**src/rtl/cpx_rx_deframer_if.sv**
```systemverilog
// cpx_rx_deframer_if: FIFO-side and core-side signals of the CPX receive deframer.
interface cpx_rx_deframer_if #(
   parameter int WORD_W = 32,
   parameter int CTL_W  = 32,
   parameter int PKT_W  = 145,
   parameter int NUM_CH = 2
);
   logic                    fifo_empty;
   logic                    fifo_read;
   logic [CTL_W+WORD_W-1:0] fifo_data;
   logic [NUM_CH-1:0]       pkt_valid;
   logic [NUM_CH-1:0]       pkt_ready;
   logic [PKT_W-1:0]        pkt_data;
   logic                    err_pulse;
   logic [15:0]             err_count;
   modport master (
      input  fifo_empty, fifo_data, pkt_ready,
      output fifo_read, pkt_valid, pkt_data, err_pulse, err_count
   );
   modport slave (
      output fifo_empty, fifo_data, pkt_ready,
      input  fifo_read, pkt_valid, pkt_data, err_pulse, err_count
   );
endinterface

```
**src/rtl/cpx_rx_deframer.sv**
```systemverilog
// cpx_rx_deframer: pops {ctl,data} words, assembles fixed-length packets MSB-first and routes each to one of NUM_CH cores.
// Define CPX_RX_FRAME_CHECK_EN to enable framing-error detection, err_pulse and the saturating err_count.
module cpx_rx_deframer #(
   parameter int WORD_W    = 32,
   parameter int CTL_W     = 32,
   parameter int PKT_WORDS = 8,
   parameter int PKT_W     = 145,
   parameter int NUM_CH    = 2,
   parameter int DEST_LSB  = 112
) (
   input  logic              clk,
   input  logic              rst_n,
   cpx_rx_deframer_if.master bus
);
   localparam int ASM_W = PKT_WORDS * WORD_W;
   localparam int CH_W  = (NUM_CH > 1) ? $clog2(NUM_CH) : 1;
   localparam int CNT_W = (PKT_WORDS > 1) ? $clog2(PKT_WORDS) : 1;
   localparam logic [NUM_CH-1:0] ONE = NUM_CH'(1);

   typedef enum logic [1:0] {IDLE, ASM, HOLD} state_t;

   state_t              state_q, state_d;
   logic [CNT_W-1:0]    cnt_q, cnt_d, idx;
   logic [ASM_W-1:0]    buf_q, buf_d;
   logic [NUM_CH-1:0]   valid_q, valid_d;
   logic [CH_W-1:0]     dest;
   logic [WORD_W-1:0]   word;
   logic                xfer, pop, wr;

   assign word          = bus.fifo_data[WORD_W-1:0];
   // In HOLD valid_q is one-hot on dest, so this is pkt_ready[dest]
   assign xfer          = (state_q == HOLD) && |(valid_q & bus.pkt_ready);
   assign pop           = !bus.fifo_empty && (state_q != HOLD || xfer);
   assign bus.fifo_read = pop;
   assign bus.pkt_valid = valid_q;
   assign bus.pkt_data  = buf_q[ASM_W-1 -: PKT_W];

`ifdef CPX_RX_FRAME_CHECK_EN
   logic        sop, in_pkt, err_d, err_q;
   logic [15:0] err_cnt_q;
   assign sop           = bus.fifo_data[WORD_W+3];
   assign in_pkt        = bus.fifo_data[WORD_W+4];
   assign bus.err_pulse = err_q;
   assign bus.err_count = err_cnt_q;
   always_ff @(posedge clk or negedge rst_n)
      if (!rst_n) begin
         err_q     <= 1'b0;
         err_cnt_q <= '0;
      end else begin
         err_q <= err_d;
         if (err_d && err_cnt_q != 16'hFFFF) err_cnt_q <= err_cnt_q + 16'd1;
      end
`else
   assign bus.err_pulse = 1'b0;
   assign bus.err_count = '0;
`endif

   always_comb begin
      state_d = state_q;
      cnt_d   = cnt_q;
      buf_d   = buf_q;
      valid_d = valid_q;
      wr      = 1'b0;
      idx     = cnt_q;
`ifdef CPX_RX_FRAME_CHECK_EN
      err_d   = 1'b0;
`endif
      if (xfer) begin
         valid_d = '0;
         state_d = IDLE;
      end
      // A pop in HOLD only happens on the transfer cycle and starts a new packet
      if (pop) begin
         if (state_q != ASM) begin
            idx = '0;
`ifdef CPX_RX_FRAME_CHECK_EN
            wr    = sop;
            err_d = !sop;
`else
            wr    = 1'b1;
`endif
         end else begin
`ifdef CPX_RX_FRAME_CHECK_EN
            if (sop) begin
               idx   = '0;
               wr    = 1'b1;
               err_d = 1'b1;
            end else if (!in_pkt) begin
               err_d   = 1'b1;
               state_d = IDLE;
               cnt_d   = '0;
            end else wr = 1'b1;
`else
            wr = 1'b1;
`endif
         end
      end
      for (int k = 0; k < PKT_WORDS; k++)
         if (wr && idx == CNT_W'(k)) buf_d[ASM_W-1-k*WORD_W -: WORD_W] = word;
      dest = buf_d[ASM_W-PKT_W+DEST_LSB +: CH_W];
      if (wr) begin
         state_d = ASM;
         cnt_d   = idx + 1'b1;
         if (idx == CNT_W'(PKT_WORDS-1)) begin
            cnt_d = '0;
`ifdef CPX_RX_FRAME_CHECK_EN
            state_d = (int'(dest) >= NUM_CH) ? IDLE : HOLD;
            err_d   = int'(dest) >= NUM_CH;
            valid_d = (int'(dest) >= NUM_CH) ? '0 : ONE << dest;
`else
            state_d = HOLD;
            valid_d = (int'(dest) >= NUM_CH) ? ONE << (NUM_CH-1) : ONE << dest;
`endif
         end
      end
   end

   always_ff @(posedge clk or negedge rst_n)
      if (!rst_n) begin
         state_q <= IDLE;
         cnt_q   <= '0;
         buf_q   <= '0;
         valid_q <= '0;
      end else begin
         state_q <= state_d;
         cnt_q   <= cnt_d;
         buf_q   <= buf_d;
         valid_q <= valid_d;
      end
endmodule

```
**src/flat_wrapper.sv**
```systemverilog
// flat-port wrapper written by rule: the top's interface ports become plain ports
module cpx_rx_deframer_flat 
#(
   parameter int WORD_W    = 32,
   parameter int CTL_W     = 32,
   parameter int PKT_WORDS = 8,
   parameter int PKT_W     = 145,
   parameter int NUM_CH    = 2,
   parameter int DEST_LSB  = 112
)
  (clk, rst_n, bus_fifo_empty, bus_fifo_data, bus_pkt_ready, bus_fifo_read, bus_pkt_valid, bus_pkt_data, bus_err_pulse, bus_err_count);
  cpx_rx_deframer_if #(.WORD_W(WORD_W), .CTL_W(CTL_W), .PKT_W(PKT_W), .NUM_CH(NUM_CH)) bus_i ();
  input  logic clk;
  input  logic rst_n;
  input wire logic [$bits(bus_i.fifo_empty)-1:0] bus_fifo_empty;
  input wire logic [$bits(bus_i.fifo_data)-1:0] bus_fifo_data;
  input wire logic [$bits(bus_i.pkt_ready)-1:0] bus_pkt_ready;
  output wire logic [$bits(bus_i.fifo_read)-1:0] bus_fifo_read;
  output wire logic [$bits(bus_i.pkt_valid)-1:0] bus_pkt_valid;
  output wire logic [$bits(bus_i.pkt_data)-1:0] bus_pkt_data;
  output wire logic [$bits(bus_i.err_pulse)-1:0] bus_err_pulse;
  output wire logic [$bits(bus_i.err_count)-1:0] bus_err_count;
  assign bus_i.fifo_empty = bus_fifo_empty;
  assign bus_i.fifo_data = bus_fifo_data;
  assign bus_i.pkt_ready = bus_pkt_ready;
  assign bus_fifo_read = bus_i.fifo_read;
  assign bus_pkt_valid = bus_i.pkt_valid;
  assign bus_pkt_data = bus_i.pkt_data;
  assign bus_err_pulse = bus_i.err_pulse;
  assign bus_err_count = bus_i.err_count;
  cpx_rx_deframer #(.WORD_W(WORD_W), .CTL_W(CTL_W), .PKT_WORDS(PKT_WORDS), .PKT_W(PKT_W), .NUM_CH(NUM_CH), .DEST_LSB(DEST_LSB)) u_core (.clk(clk), .rst_n(rst_n), .bus(bus_i));
endmodule
```
**config.mk**
```make
export PLATFORM = sky130hd
export DESIGN_NAME = cpx_rx_deframer_flat
export DESIGN_NICKNAME = d
export VERILOG_FILES = /design/src/rtl/cpx_rx_deframer_if.sv /design/src/rtl/cpx_rx_deframer.sv /design/src/flat_wrapper.sv
export SDC_FILE = /design/constraint.sdc
export NUM_CORES = 1
export LEC_CHECK = 0
export BUFFER_PORTS_ARGS = -buffer_cell sky130_fd_sc_hd__clkbuf_2
export CAP_MARGIN = 20
export CORE_MARGIN = 8
export CORE_UTILIZATION = 40
export DETAILED_ROUTE_END_ITERATION = 7
export PLACE_DENSITY = 0.67
export REMOVE_ABC_BUFFERS = 1
export SETUP_SLACK_MARGIN = 0.1
export SLEW_MARGIN = 10
export SYNTH_ARGS = -nofsm -noshare
export SYNTH_HDL_FRONTEND = slang
export SYNTH_SLANG_ARGS = --single-unit
```
**constraint.sdc**
```tcl
create_clock -name clk -period 3.39 [get_ports clk]
set_clock_uncertainty 0.2 [all_clocks]
set_input_delay 0.1695 -clock clk [delete_from_list [all_inputs] [get_ports clk]]
set_output_delay 0.1695 -clock clk [all_outputs]
set_load 0.01 [all_outputs]
```
Word level (Yosys, flattened, before mapping)
Index checks and enable logic that the tools add are counted.

Bits in registers: 167. Input port bits: 69. Output and inout port bits: 165. Logic and storage cells: 43.

Add/sub/neg operators: 1. Eq/ne operators: 8. Shift-type cells: 1. Muxes and demuxes: 11. Bitwise operators: 1. Reduce and logical (&&, ||, !) cells: 12.

Operators by type and width (count): 32-bit 2-to-1 mux (1); 2-bit 2-to-1 mux (6); 3-bit 2-to-1 mux (3); 1-bit logical AND (7); 3-bit by 2-bit == test with 1-bit output (second input constant) (2); 3-bit == test (second input constant) (2); 3-bit by 1-bit adder with 3-bit output (second input constant) (1); 3-bit by 1-bit == test with 1-bit output (second input constant) (1); 3-bit zero test (1); 2-bit AND (1); 2-bit == test (second input constant) (1); 2-bit by 1-bit != test with 1-bit output (second input constant) (1); 2-bit != test (second input constant) (1); 2-bit nonzero test (1); 2-bit OR reduction (1); 1-bit by 1-bit << shifter with 2-bit output (first input constant) (1); 1-bit zero test (1); 1-bit logical OR (1); 1-bit 2-to-1 mux (1).

Logic depth before layout (Yosys ltp)
Gate-level depths: netlist of the first run.

Depth in word-level cells: 12. Mapped depth: 11. Gate-level depth less buffers: 9.

Least setup slack after synthesis of the first run
No wires, ideal clock.

Kind: flip-flop to flip-flop. Start: reg u_core.valid_q[1], in the netlist u_core.bus.pkt_valid[1]. End: reg u_core.valid_q[1], in the netlist u_core.bus.pkt_valid[1]. Setup time: 0.125 ns. Arrival time: 2.433 ns. Data required time: 3.065 ns. Setup slack: 0.633 ns. Stages on the path, launching flop included: 11. Buffers on the path: 1. Period minus slack after synthesis: 2.757 ns. Cells stage by stage: dfrtp_1 a22oi_4 a21o_4 clkbuf_1 o21ai_0 inv_1 ha_1 nand2b_1 a221oi_4 mux2_2 mux2_2.

Longest elaborated chain between the ends: 12. Elaborated cells on any way between the ends: 15. Classes of those cells: 2 x eq/ne; 1 x shift; 6 x mux; 1 x bitwise; 5 x reduce/logical.

Ends and longest elaborated chain: start: declaration (RTL line cpx_rx_deframer.sv:25) `logic [NUM_CH-1:0] valid_q, valid_d;`; start signal: assignment (RTL line cpx_rx_deframer.sv:128) `valid_q <= valid_d;`; 2-bit AND * (RTL line cpx_rx_deframer.sv:32) `assign xfer = (state_q == HOLD) && |(valid_q & bus.pkt_ready);`; 2-bit OR reduction * (RTL line cpx_rx_deframer.sv:32); 1-bit logical AND * (RTL line cpx_rx_deframer.sv:32); 1-bit logical OR * (RTL line cpx_rx_deframer.sv:33) `assign pop = !bus.fifo_empty && (state_q != HOLD || xfer);`; 1-bit logical AND * (RTL line cpx_rx_deframer.sv:33); 3-bit 2-to-1 mux (RTL line cpx_rx_deframer.sv:73) `if (pop) begin`; 3-bit by 1-bit == test with 1-bit output (RTL line cpx_rx_deframer.sv:99) `if (wr && idx == CNT_W'(k)) buf_d[ASM_W-1-k*WORD_W -: WORD_W] = word;`; 1-bit logical AND * (RTL line cpx_rx_deframer.sv:99); 32-bit 2-to-1 mux * (RTL line cpx_rx_deframer.sv:99); net u_core.buf_d[223] (RTL line cpx_rx_deframer.sv:24) `logic [ASM_W-1:0] buf_q, buf_d;`; 1-bit by 1-bit << shifter with 2-bit output * (RTL line cpx_rx_deframer.sv:112) `valid_d = (int'(dest) >= NUM_CH) ? ONE << (NUM_CH-1) : ONE << dest;`; 2-bit 2-to-1 mux * (RTL line cpx_rx_deframer.sv:104) `if (idx == CNT_W'(PKT_WORDS-1)) begin`; 2-bit 2-to-1 mux * (RTL line cpx_rx_deframer.sv:101) `if (wr) begin`; net u_core.valid_d[1] (RTL line cpx_rx_deframer.sv:25).

Mark *: on every way through the listed nets, which the timed path passes. The rest lies on a longest branch. A chain may end at the register's enable or synchronous reset.

Worst setup path in the final report of the first run
Start: reg u_core.valid_q[0], in the netlist u_core.bus.pkt_valid[0]. End: reg u_core.buf_q[139].

Longest elaborated chain between the ends: 8. Elaborated cells on any way between the ends: 9. Classes of those cells: 1 x eq/ne; 2 x mux; 1 x bitwise; 5 x reduce/logical.

Ends and longest elaborated chain: 2-bit AND * (RTL line cpx_rx_deframer.sv:32); 2-bit OR reduction * (RTL line cpx_rx_deframer.sv:32); 1-bit logical AND * (RTL line cpx_rx_deframer.sv:32); 1-bit logical OR * (RTL line cpx_rx_deframer.sv:33); 1-bit logical AND * (RTL line cpx_rx_deframer.sv:33); 3-bit 2-to-1 mux (RTL line cpx_rx_deframer.sv:73); 3-bit by 2-bit == test with 1-bit output (RTL line cpx_rx_deframer.sv:99); 1-bit logical AND * (RTL line cpx_rx_deframer.sv:99); end signal: assignment (RTL line cpx_rx_deframer.sv:127) `buf_q <= buf_d;`; end: declaration (RTL line cpx_rx_deframer.sv:24).

Every way passes the cells marked *; elsewhere a longest branch is shown, timed or not.

==> results.md, run 1 <==
- N_diodes: 0
- Endpoint class of the critical path: flop
- Initial DRT Pass Iterations: 4
- Reg2reg path depth: 9
- Setup CP Type: reg -> reg
- Compound-Gate Fraction of Synth Area: 1.89%
- Multiplexer share of the synthesized area: 29.9%
- Row Count: 46
- Tot Pwr: 8150 uW
- HPWL Detailed: 10,800 um
- Largest net degree at the start of global routing: 90
- Avg WL per Cell: 18.3 um
- GPL Wtd Cong: 0.829
- WP data arrival: 3080 ps
- # fillers: 1,340
- Minimum clock period: 2990 ps
- Setup TNS: 0 ps
- Grt ovf: 0
- Post-CTS sizing: 0
- Top routing layer used: met4
- Status: finished clean
- Drt drc: 0
- EDFF count, synth: 0
- M1 wire length: 6230 um
- Hold_ws: 88.6 ps
- Post-synth top area cell: dfrtp_1
- Flops & latches, synth: 152
- Relative slew margins: 60.3%
- CP max stage delay: 510 ps
- Synth top area cells: dfrtp_1 60%, mux2_2 15%, mux2_4 14%
- Count leader, synth: dfrtp_1
- Delay-heaviest family, CP: compound AO/OA/AOI/OAI gates
- Die width: 141 um
- DRT iter0 DRCs: 106
- Clk_lat worst skew: 410 ps
- Main combinational cell family by area after synthesis: multiplexers
- Average size of a mapped cell: 16.9 um^2
- Critical Path Most Common Cell: ha_1
- Most used DFF post-synth: dfrtp_1
- Cell count after synthesis: 372
- Via Count: 3,838
- Crit Path Max Fanout: 18
- Reg2reg setup slack: 400 ps
- Final worst path period share: 88.1%
- Die H: 141 um
- Count of yosys warnings during synthesis: 0
- CP Launch Point: u_core.bus.pkt_valid[0]$_DFF_PN0_
- WL final: 15,200 um
- Worst-Margin Slew: 596 ps
- GRT Overall Usage: 15.7%
- I/O pins: 234
- Ratio of cells with drive above 1 in the final layout: 61.7%
- Critical path, cell by cell: a22oi_4, a21o_4, o21ai_0, inv_1, ha_1, ha_1, and2_2, buf_12, mux2_2
- Max cap viols: 0
- Final setup fails: 0
- Final hold vios: 0
- Core ar.: 15,700 um^2
- Met2 WL: 7600 um
- Async S/R FF share, synth: 100%
- Crit start category: flop
- Antenna violations before repair: 0
- Post-Synth Adder-Cell Area: 1.19%
- Die area: 20,000 um^2
- Peak supply drop: 0.471 mV
- Initial Util: 40.2%
- Nets: 675
- Leak: 0.00402 uW
- H-tree depth: 4
- Port buffer count: 184
- TritonCTS clock tree: done
- R2R Path Start: u_core.bus.pkt_valid[0]$_DFF_PN0_
- Mapped Area: 6290 um^2
- CTS buffer count: 17
- Simple-gate portion of the synthesized area: 1.99%
- CTS sink cnt: 152
- Root Driver: clkbuf_16
- DR WL met3: 1160 um
- Sequential fraction of the synthesis area: 60.4%
- Highest-delay cell along the critical path: and2_2
- Required time of the critical path: 3480 ps
- Tightest Hold Check Type: in -> async
- Longest Clk Path Bufs: 2
- Storage element area: 3800 um^2
- Synth Area in XOR/XNOR: 0%
- Max Slew Vio Count: 0
- Reg2reg end: u_core.buf_q[139]$_DFFE_PN0P_
- Yosys cell types: 31
- Critical path depth: 9
- Crit path buffers/inverters: 2
- First-pass GRT wire length: 24,500 um
- Worst-path clk slew: 60 ps
- Footprint of the multi-input gates: 2260 um^2
- Final core utilization: 52.8%
- Most common library cells after synthesis: 152 x dfrtp_1, 85 x mux2_2, 60 x mux2_4, 23 x buf_4, 8 x buf_6
- Pwr dens: 985 nW/um^2
- Yosys top cell area share: 60.4%
- Setup Buffers After CTS: 0
- Unrepaired setup endpoints after global routing: false
- Vias/cell: 4.63
- Vias in the first global route: 4,402
- Fmax achieved: 335 MHz
- Synth-to-Final Area Change: 31.4%
- Antenna viol nets, final: 0
## through the flow
stage          std cells  setup slack (ps)  area (um^2)
3_5_place_dp         763               411         7380
6_report             829               404         8270
5_1_grt              829               202         8270
3_3_place_gp         763               442         7380
4_1_cts              829               384         8270
2_1_floorplan        355              57.8         6080
## how the worst max path moves through the flow
stage | slack (ps) | endpoint
after CTS | 380 | u_core.buf_q[139]$_DFFE_PN0P_
after floorplan | 60 | u_core.buf_q[138]$_DFFE_PN0P_
after global placement | 440 | u_core.buf_q[139]$_DFFE_PN0P_
after detailed placement | 410 | u_core.buf_q[139]$_DFFE_PN0P_
after global routing | 200 | u_core.buf_q[139]$_DFFE_PN0P_
final | 400 | u_core.buf_q[139]$_DFFE_PN0P_
## cells by family after synthesis
family | after synthesis
flip-flops | 152
multiplexers | 147
buffers and inverters | 37
AND/OR/NAND/NOR | 17
AO/OA/AOI/OAI | 12
adder cells (fa/ha/maj) | 6
other | 1
## where the power goes
part           leakage, uW  switching (uW)  internal [uW]
sequential         0.00182             534           2720
combinational      0.00193            1440           1690
clock             0.000267             725           1030
## placed cells by master, fill, tap and decap left out, types with 2 or more instances in the layout
master	n
mux2_4	60
clkbuf_1	3
clkinv_2	4
clkbuf_16	17
buf_12	3
o21ai_0	5
mux2_2	85
clkinv_4	3
ha_1	6
clkinvlp_4	2
buf_4	5
conb_1	17
and2_1	3
clkbuf_2	183
dlygate4sd3_1	34
nand2b_1	2
inv_1	3
dfrtp_1	152
nand2_1	4
## metal layers
layer | GRT usage, % | up-vias
li1 | - | 1734
met1 | 18.7 | 1956
met2 | 26.0 | 130
met5 | 0 | -
met4 | 5.88 | 0
met3 | 5.41 | 18
## final cells by class
| cell class | count | share of cell area [%] |
|---|---|---|
| clock inverters | 11 | 1.21 |
| multi-input cells | 199 | 27.4 |
| inverters | 4 | 0.182 |
| clock buffers | 21 | 5.45 |
| flip-flops and latches | 152 | 46.0 |
| repair buffers | 226 | 16.5 |
| well taps | 216 | 3.27 |
## repair_timing
item,CTS,global route
hold buffers,34,0
endpoints found under the hold margin,213,0
setup endpoints to repair,0,0
## flip-flops by register name, indices dropped and copies added, names as in the netlist
| register | flops |
|---|---|
| u_core.buf_q | 145 |
| u_core.cnt_q | 3 |
| u_core.bus.pkt_valid | 2 |
| u_core.state_q | 2 |
## worst reg2reg max path: cells and delay by family (launching register included)
kind / cells / cell delay, ps
adder cells (fa/ha/maj): 2 / 310
multiplexers: 1 / 360
buffers and inverters: 2 / 410
AND/OR/NAND/NOR: 1 / 510
AO/OA/AOI/OAI: 3 / 650
flip-flops: 1 / 430
(Power assumes the default switching activity.)
==> inputs of run 2 (changes only) <==
CORE_UTILIZATION = 44   (was 40)
PLACE_DENSITY = 0.73   (was 0.67)
==> run 2 against run 1 <==
Net effect:
- cell area down 0.61%
- via count about the same
- routed wire length up 0.71%
- clock power is essentially flat
- first-iteration DRC count up 23%
- global-route usage is 1.4 points higher
- core utilization increased by 6.2 points
- worst setup slack better by 170 ps
- non-clock buffer count up 2
- maximum frequency rose by 6.1%
- sequential power barely moved
- sequential cell count is the same
==> results.md, run 2 (synthesis gave the netlist of run 1 again) <==
- Status: finished clean (unchanged)
- DRT iter0 DRCs: 130 (was 106)
- Reg2reg setup slack: 580 ps (was 400 ps)
- Die area: 18,400 um^2 (was 20,000 um^2)
- Synth-to-Final Area Change: 30.6% (was 31.4%)
- Area after DPL: 7330 um^2 (was 7380 um^2)
- Largest register FFs: 145 (unchanged)
- Pre-CTS setup slack: 590 ps (was 411 ps)
- Fmax achieved: 355 MHz (was 335 MHz)
- M1 wire length: 6260 um (was 6230 um)
- Required time of the critical path: 3480 ps (about the same)
- GRT Overall Usage: 17.2% (was 15.7%)
- WL final: 15,300 um (was 15,200 um)
- Met2 WL: 7530 um (was 7600 um)
- Tightest Hold Check Type: in -> async (unchanged)
- Pwr dens: 988 nW/um^2 (was 985 nW/um^2)
- Setup CP Type: reg -> reg (unchanged)
- Nets: 677 (was 675)
- Initial Util: 45.2% (was 40.2%)
- TritonCTS clock tree: done (unchanged)
- Grt ovf: 0 (unchanged)
- Leak: 0.00402 uW (about the same)
- Core ar.: 13,900 um^2 (was 15,700 um^2)
- Avg WL per Cell: 19.2 um (was 18.3 um)
- Post-CTS sizing: 0 (unchanged)
- Row Count: 43 (was 46)
- Largest net degree at the start of global routing: 82 (was 90)
- Port buffer count: 184 (unchanged)
- Storage element area: 3800 um^2 (unchanged)
- Finished Cell Area: 8220 um^2 (was 8270 um^2)
- Antenna violations before repair: 1 (was 0)
- GPL Wtd Cong: 0.764 (was 0.829)
- Top Registers: u_core.buf_q (145), u_core.cnt_q (3) (unchanged)
- Max cap viols: 0 (unchanged)
- Relative slew margins: 50.5% (was 60.3%)
- CTS buffer count: 17 (unchanged)
- WP data arrival: 2910 ps (was 3080 ps)
- Root Driver: clkbuf_16 (unchanged)
- Setup Buffers After CTS: 0 (unchanged)
- Final setup fails: 0 (unchanged)
- Via Count: 3,835 (was 3,838)
- Initial DRT Pass Iterations: 4 (unchanged)
- Crit start category: flop (unchanged)
- Longest Clk Path Bufs: 2 (unchanged)
- Hold_ws: 156 ps (was 88.6 ps)
- Peak supply drop: 0.605 mV (was 0.471 mV)
- Tot Pwr: 8120 uW (was 8150 uW)
- Final hold vios: 0 (unchanged)
- # fillers: 1,117 (was 1,340)
- DR WL met3: 1270 um (was 1160 um)
- Top routing layer used: met4 (unchanged)
- Endpoint class of the critical path: flop (unchanged)
- I/O pins: 234 (unchanged)
- Final worst path period share: 83.0% (was 88.1%)
- H-tree depth: 4 (unchanged)
- Ratio of cells with drive above 1 in the final layout: 62.0% (was 61.7%)
- Worst-path clk slew: 60 ps (about the same)
- Clk_lat worst skew: 410 ps (about the same)
- Unrepaired setup endpoints after global routing: false (unchanged)
- Most frequent cells in the layout: 183 x clkbuf_2, 152 x dfrtp_1, 85 x mux2_2 (unchanged)
- Footprint of the multi-input gates: 2260 um^2 (unchanged)
- Final WS setup: 576 ps (was 404 ps)
- Setup TNS: 0 ps (unchanged)
- Register name with the most flops: u_core.buf_q (unchanged)
- Vias/cell: 4.82 (was 4.63)
- Commonest non-fill, non-tap cell in the layout: clkbuf_2 (unchanged)
- HPWL Detailed: 10,600 um (was 10,800 um)
- Die H: 136 um (was 141 um)
- CTS sink cnt: 152 (unchanged)
- First-pass GRT wire length: 24,300 um (was 24,500 um)
- Vias in the first global route: 4,338 (was 4,402)
- Crit Path Max Fanout: 14 (was 18)
- Die width: 136 um (was 141 um)
- Max Slew Vio Count: 0 (unchanged)
- Minimum clock period: 2810 ps (was 2990 ps)
- Drt drc: 0 (unchanged)
- Worst-Margin Slew: 742 ps (was 596 ps)
- Antenna viol nets, final: 0 (unchanged)
==> run 2: layout make-up <==
class / count / share of cell area (%)
clock inverters: 13 / 1.31
repair buffers: 228 / 16.6
well taps: 180 / 2.74
diodes: 1 / 0.0305
inverters: 4 / 0.183
clock buffers: 19 / 5.27
multi-input cells: 199 / 27.5
flip-flops and latches: 152 / 46.3
==> run 2: per-layer routing <==
metal | vias to the layer above | global-route usage, %
li1 | 1724 | -
met1 | 1954 | 20.3
met2 | 138 | 27.4
met3 | 19 | 6.60
met4 | 0 | 7.28
met5 | - | 0
==> run 2: per-stage QoR <==
step | cells | util (%)
4_1_cts | 795 | 59.0
2_1_floorplan | 355 | -
6_report | 796 | 59.0
3_5_place_dp | 729 | 52.6
3_3_place_gp | 729 | 52.6
5_1_grt | 796 | 59.0
==> run 2: what timing repair did <==
action,in CTS,in global routing
endpoints found under the setup margin,0,0
hold endpoints to repair,230,0
hold buffers,34,0
==> run 2: critical path: stages, from the launching register on <==
cell and delay (ps):
dfrtp_1 380, nor2b_2 190, a21o_4 250, o21ai_0 330
ha_1 240, nand2b_1 100, a221oi_4 300, buf_4 340
mux2_2 370
==> run 2: worst paths after layout <==
check / start / end / cells after the start
min: rst_n / u_core.buf_q[175]$_DFFE_PN0P_ / 2
max: u_core.state_q[1]$_DFFE_PN0P_ / u_core.buf_q[202]$_DFFE_PN0N_ / 8
min in group clk: bus_pkt_ready[0] / u_core.cnt_q[2]$_DFFE_PN0N_ / 5
max reg2reg: u_core.state_q[1]$_DFFE_PN0P_ / u_core.buf_q[202]$_DFFE_PN0N_ / 8
max in group asynchronous: rst_n / u_core.buf_q[155]$_DFFE_PN0P_ / 3
min reg2reg: u_core.buf_q[235]$_DFFE_PN0P_ / u_core.buf_q[235]$_DFFE_PN0P_ / 1
==> run 2: power breakdown <==
part	leakage (uW)	switching [uW]	total, uW	internal [uW]
clock network	0.000258	726	1730	1000
logic	0.00194	1430	3130	1700
registers	0.00182	541	3260	2720
total	0.00402	2700	8120	5420
==> inputs of run 3 (changes only) <==
PLACE_DENSITY = 0.75   (was 0.73)
clock period = 2.49 ns   (was 3.39 ns; I/O delays follow)
==> run 3 against run 2 <==
Net effect:
- the flow now finishes with violations (setup timing)
- total power increased by 49%
- first-iteration DRC count increased by 21%
- routed wire length increased by 16%
- combinational power increased by 62%
- clock power increased by 49%
- register-to-register slack got worse by 590 ps
- global-route usage increased by 0.80 points
- die area unchanged
- count of clock-buffer cells in the layout increased by 3
- worst hold slack got worse by 92 ps
- cell area increased by 11%
- sequential cell count unchanged
- critical path type unchanged
==> results.md, run 3 (synthesis gave the netlist of run 1 again) <==
- Status: complete, but fails checks (was finished clean)
- Failing checks: setup timing
- First-pass GRT wire length: 25,500 um (was 24,300 um)
- GRT Overall Usage: 18.0% (was 17.2%)
- Max cap viols: 0 (unchanged)
- Via Count: 4,127 (was 3,835)
- Row Count: 43 (unchanged)
- Sw Ratio: 32.7% (was 33.2%)
- Crit start category: flop (unchanged)
- Drt drc: 0 (unchanged)
- CTS buffer count: 17 (unchanged)
- WP data arrival: 2600 ps (was 2910 ps)
- Pwr dens: 1320 nW/um^2 (was 988 nW/um^2)
- Most frequent cells in the layout: 183 x clkbuf_2, 152 x dfrtp_1, 85 x mux2_4 (was 183 x clkbuf_2, 152 x dfrtp_1, 85 x mux2_2)
- Final core utilization: 65.7% (was 59.0%)
- Final WS setup: -18.8 ps (was 576 ps)
- Area after DPL: 7540 um^2 (was 7330 um^2)
- Avg WL per Cell: 21.1 um (was 19.2 um)
- CTS sink cnt: 152 (unchanged)
- Unrepaired setup endpoints after global routing: true (was false)
- TritonCTS clock tree: done (unchanged)
- Highest-delay cell along the critical path: dfrtp_1 (unchanged)
- Tightest Hold Check Type: in -> async (unchanged)
- Delay-heaviest family, CP: buffers and inverters (was compound AO/OA/AOI/OAI gates)
- Largest net degree at the start of global routing: 84 (was 82)
- P_sw: 3950 uW (was 2700 uW)
- Port buffer count: 184 (unchanged)
- Die H: 136 um (unchanged)
- Die area: 18,400 um^2 (unchanged)
- Crit Path Max Fanout: 9 (was 14)
- Leak: 0.00448 uW (was 0.00402 uW)
- CP max stage delay: 400 ps (was 380 ps)
- Die width: 136 um (unchanged)
- H-tree depth: 4 (unchanged)
- DRT iter0 DRCs: 157 (was 130)
- Critical path, cell by cell: nor2b_4, a21o_4, o21ai_1, buf_4, ha_2, nand2b_4, nor3b_4, buf_6, buf_12, mux2_2 (was nor2b_2, a21o_4, o21ai_0, ha_1, nand2b_1, a221oi_4, buf_4, mux2_2)
- Clock Power Share: 21.2% (was 21.3%)
- Sequential Power Share: 36.8% (was 40.2%)
- Clk_lat worst skew: 420 ps (was 410 ps)
- Register name with the most flops: u_core.buf_q (unchanged)
- N_diodes: 0 (was 1)
- Longest Clk Path Bufs: 2 (unchanged)
- HPWL Detailed: 10,900 um (was 10,600 um)
- Nets: 722 (was 677)
- Final setup fails: 27 (was 0)
- GPL Wtd Cong: 0.775 (was 0.764)
- Ratio of cells with drive above 1 in the final layout: 66.1% (was 62.0%)
- Peak supply drop: 0.725 mV (was 0.605 mV)
- Antenna viol nets, final: 0 (unchanged)
- Commonest non-fill, non-tap cell in the layout: clkbuf_2 (unchanged)
- Root Driver: clkbuf_16 (unchanged)
- Endpoint class of the critical path: flop (unchanged)
- Fmax achieved: 399 MHz (was 355 MHz)
- Initial DRT Pass Iterations: 4 (unchanged)
- Setup CP Type: reg -> reg (unchanged)
- Required time of the critical path: 2590 ps (was 3480 ps)
- Vias in the first global route: 4,522 (was 4,338)
- Max Slew Vio Count: 0 (unchanged)
- Top Registers: u_core.buf_q (145), u_core.cnt_q (3) (unchanged)
- Synth-to-Final Area Change: 45.5% (was 30.6%)
- Internal: 8150 uW (was 5420 uW)
- Final worst path period share: 101% (was 83.0%)
- Minimum clock period: 2510 ps (was 2810 ps)
- Worst-path clk slew: 60 ps (about the same)
- Antenna violations before repair: 0 (was 1)
- Crit path buffers/inverters: 3 (was 1)
- Initial Util: 45.2% (unchanged)
- I/O pins: 234 (unchanged)
- Finished Cell Area: 9150 um^2 (was 8220 um^2)
- Core ar.: 13,900 um^2 (unchanged)
- WL final: 17,800 um (was 15,300 um)
- Setup TNS: -235 ps (was 0 ps)
- Largest register FFs: 145 (unchanged)
- Vias/cell: 4.91 (was 4.82)
- Final hold vios: 0 (unchanged)
- Grt ovf: 0 (unchanged)
- Comb pwr share: 41.9% (was 38.5%)
[run 3: tightest hold or removal path: cells and delay by family]
family | cells | cell delay [ps]
buf+inv | 3 | 920
[run 3: cell type report]
type | count | area [um^2]
Clock buffer | 22 | 474
Clock inverter | 10 | 118
Fill cell | 1001 | 4780
Inverter | 4 | 15.0
Multi-Input combinational cell | 199 | 2410
Sequential cell | 152 | 3800
Tap cell | 180 | 225
Timing Repair Buffer | 273 | 2110
[run 3: routing by layer]
metal | share of wire, % | global-route usage [%]
met5 | 0 | 0
met2 | 50 | 30.2
met4 | 1.1 | 5.18
met3 | 8.2 | 7.20
met1 | 40 | 20.7
[run 3: final timing paths]
kind / start / end / slack (ps) / cells after the start
max: u_core.state_q[1]$_DFFE_PN0P_ / u_core.buf_q[239]$_DFFE_PN0P_ / -20 / 10
min: rst_n / u_core.buf_q[126]$_DFFE_PN0P_ / 60 / 3
max reg2reg: u_core.state_q[1]$_DFFE_PN0P_ / u_core.buf_q[239]$_DFFE_PN0P_ / -20 / 10
min reg2reg: u_core.buf_q[118]$_DFFE_PN0P_ / u_core.buf_q[118]$_DFFE_PN0P_ / 300 / 1
max in group asynchronous: rst_n / u_core.buf_q[202]$_DFFE_PN0N_ / 1580 / 3
min in group clk: bus_pkt_ready[0] / u_core.cnt_q[1]$_DFFE_PN0N_ / 170 / 5
[run 3: through the flow]
step	worst slack (ps)	cells	power (uW)	hold slack, ps
floorplan	-842	355	6790	-371
detailed placement	-180	746	8910	-150
global route	-107	840	12700	82.2
finish	-18.8	840	12100	64.1
CTS	0.398	821	11800	34.0
global placement	-62.4	746	8720	-154
[run 3: timing repair]
action	in CTS	in global routing
setup buffers	3	11
hold endpoints to repair	301	0
pin swaps	1	0
resized for setup	21	38
hold buffers	35	0
setup endpoints to repair	147	145
cloned	5	8
[run 3: power by group through the flow]
stage | combinational [uW] | clock, uW | sequential, uW
6_report | 5080 | 2570 | 4460
5_1_grt | 5410 | 2710 | 4600
4_1_cts | 4740 | 2620 | 4440
3_5_place_dp | 4460 | 0 | 4450
3_3_place_gp | 4350 | 0 | 4370
2_1_floorplan | 1870 | 0 | 4920
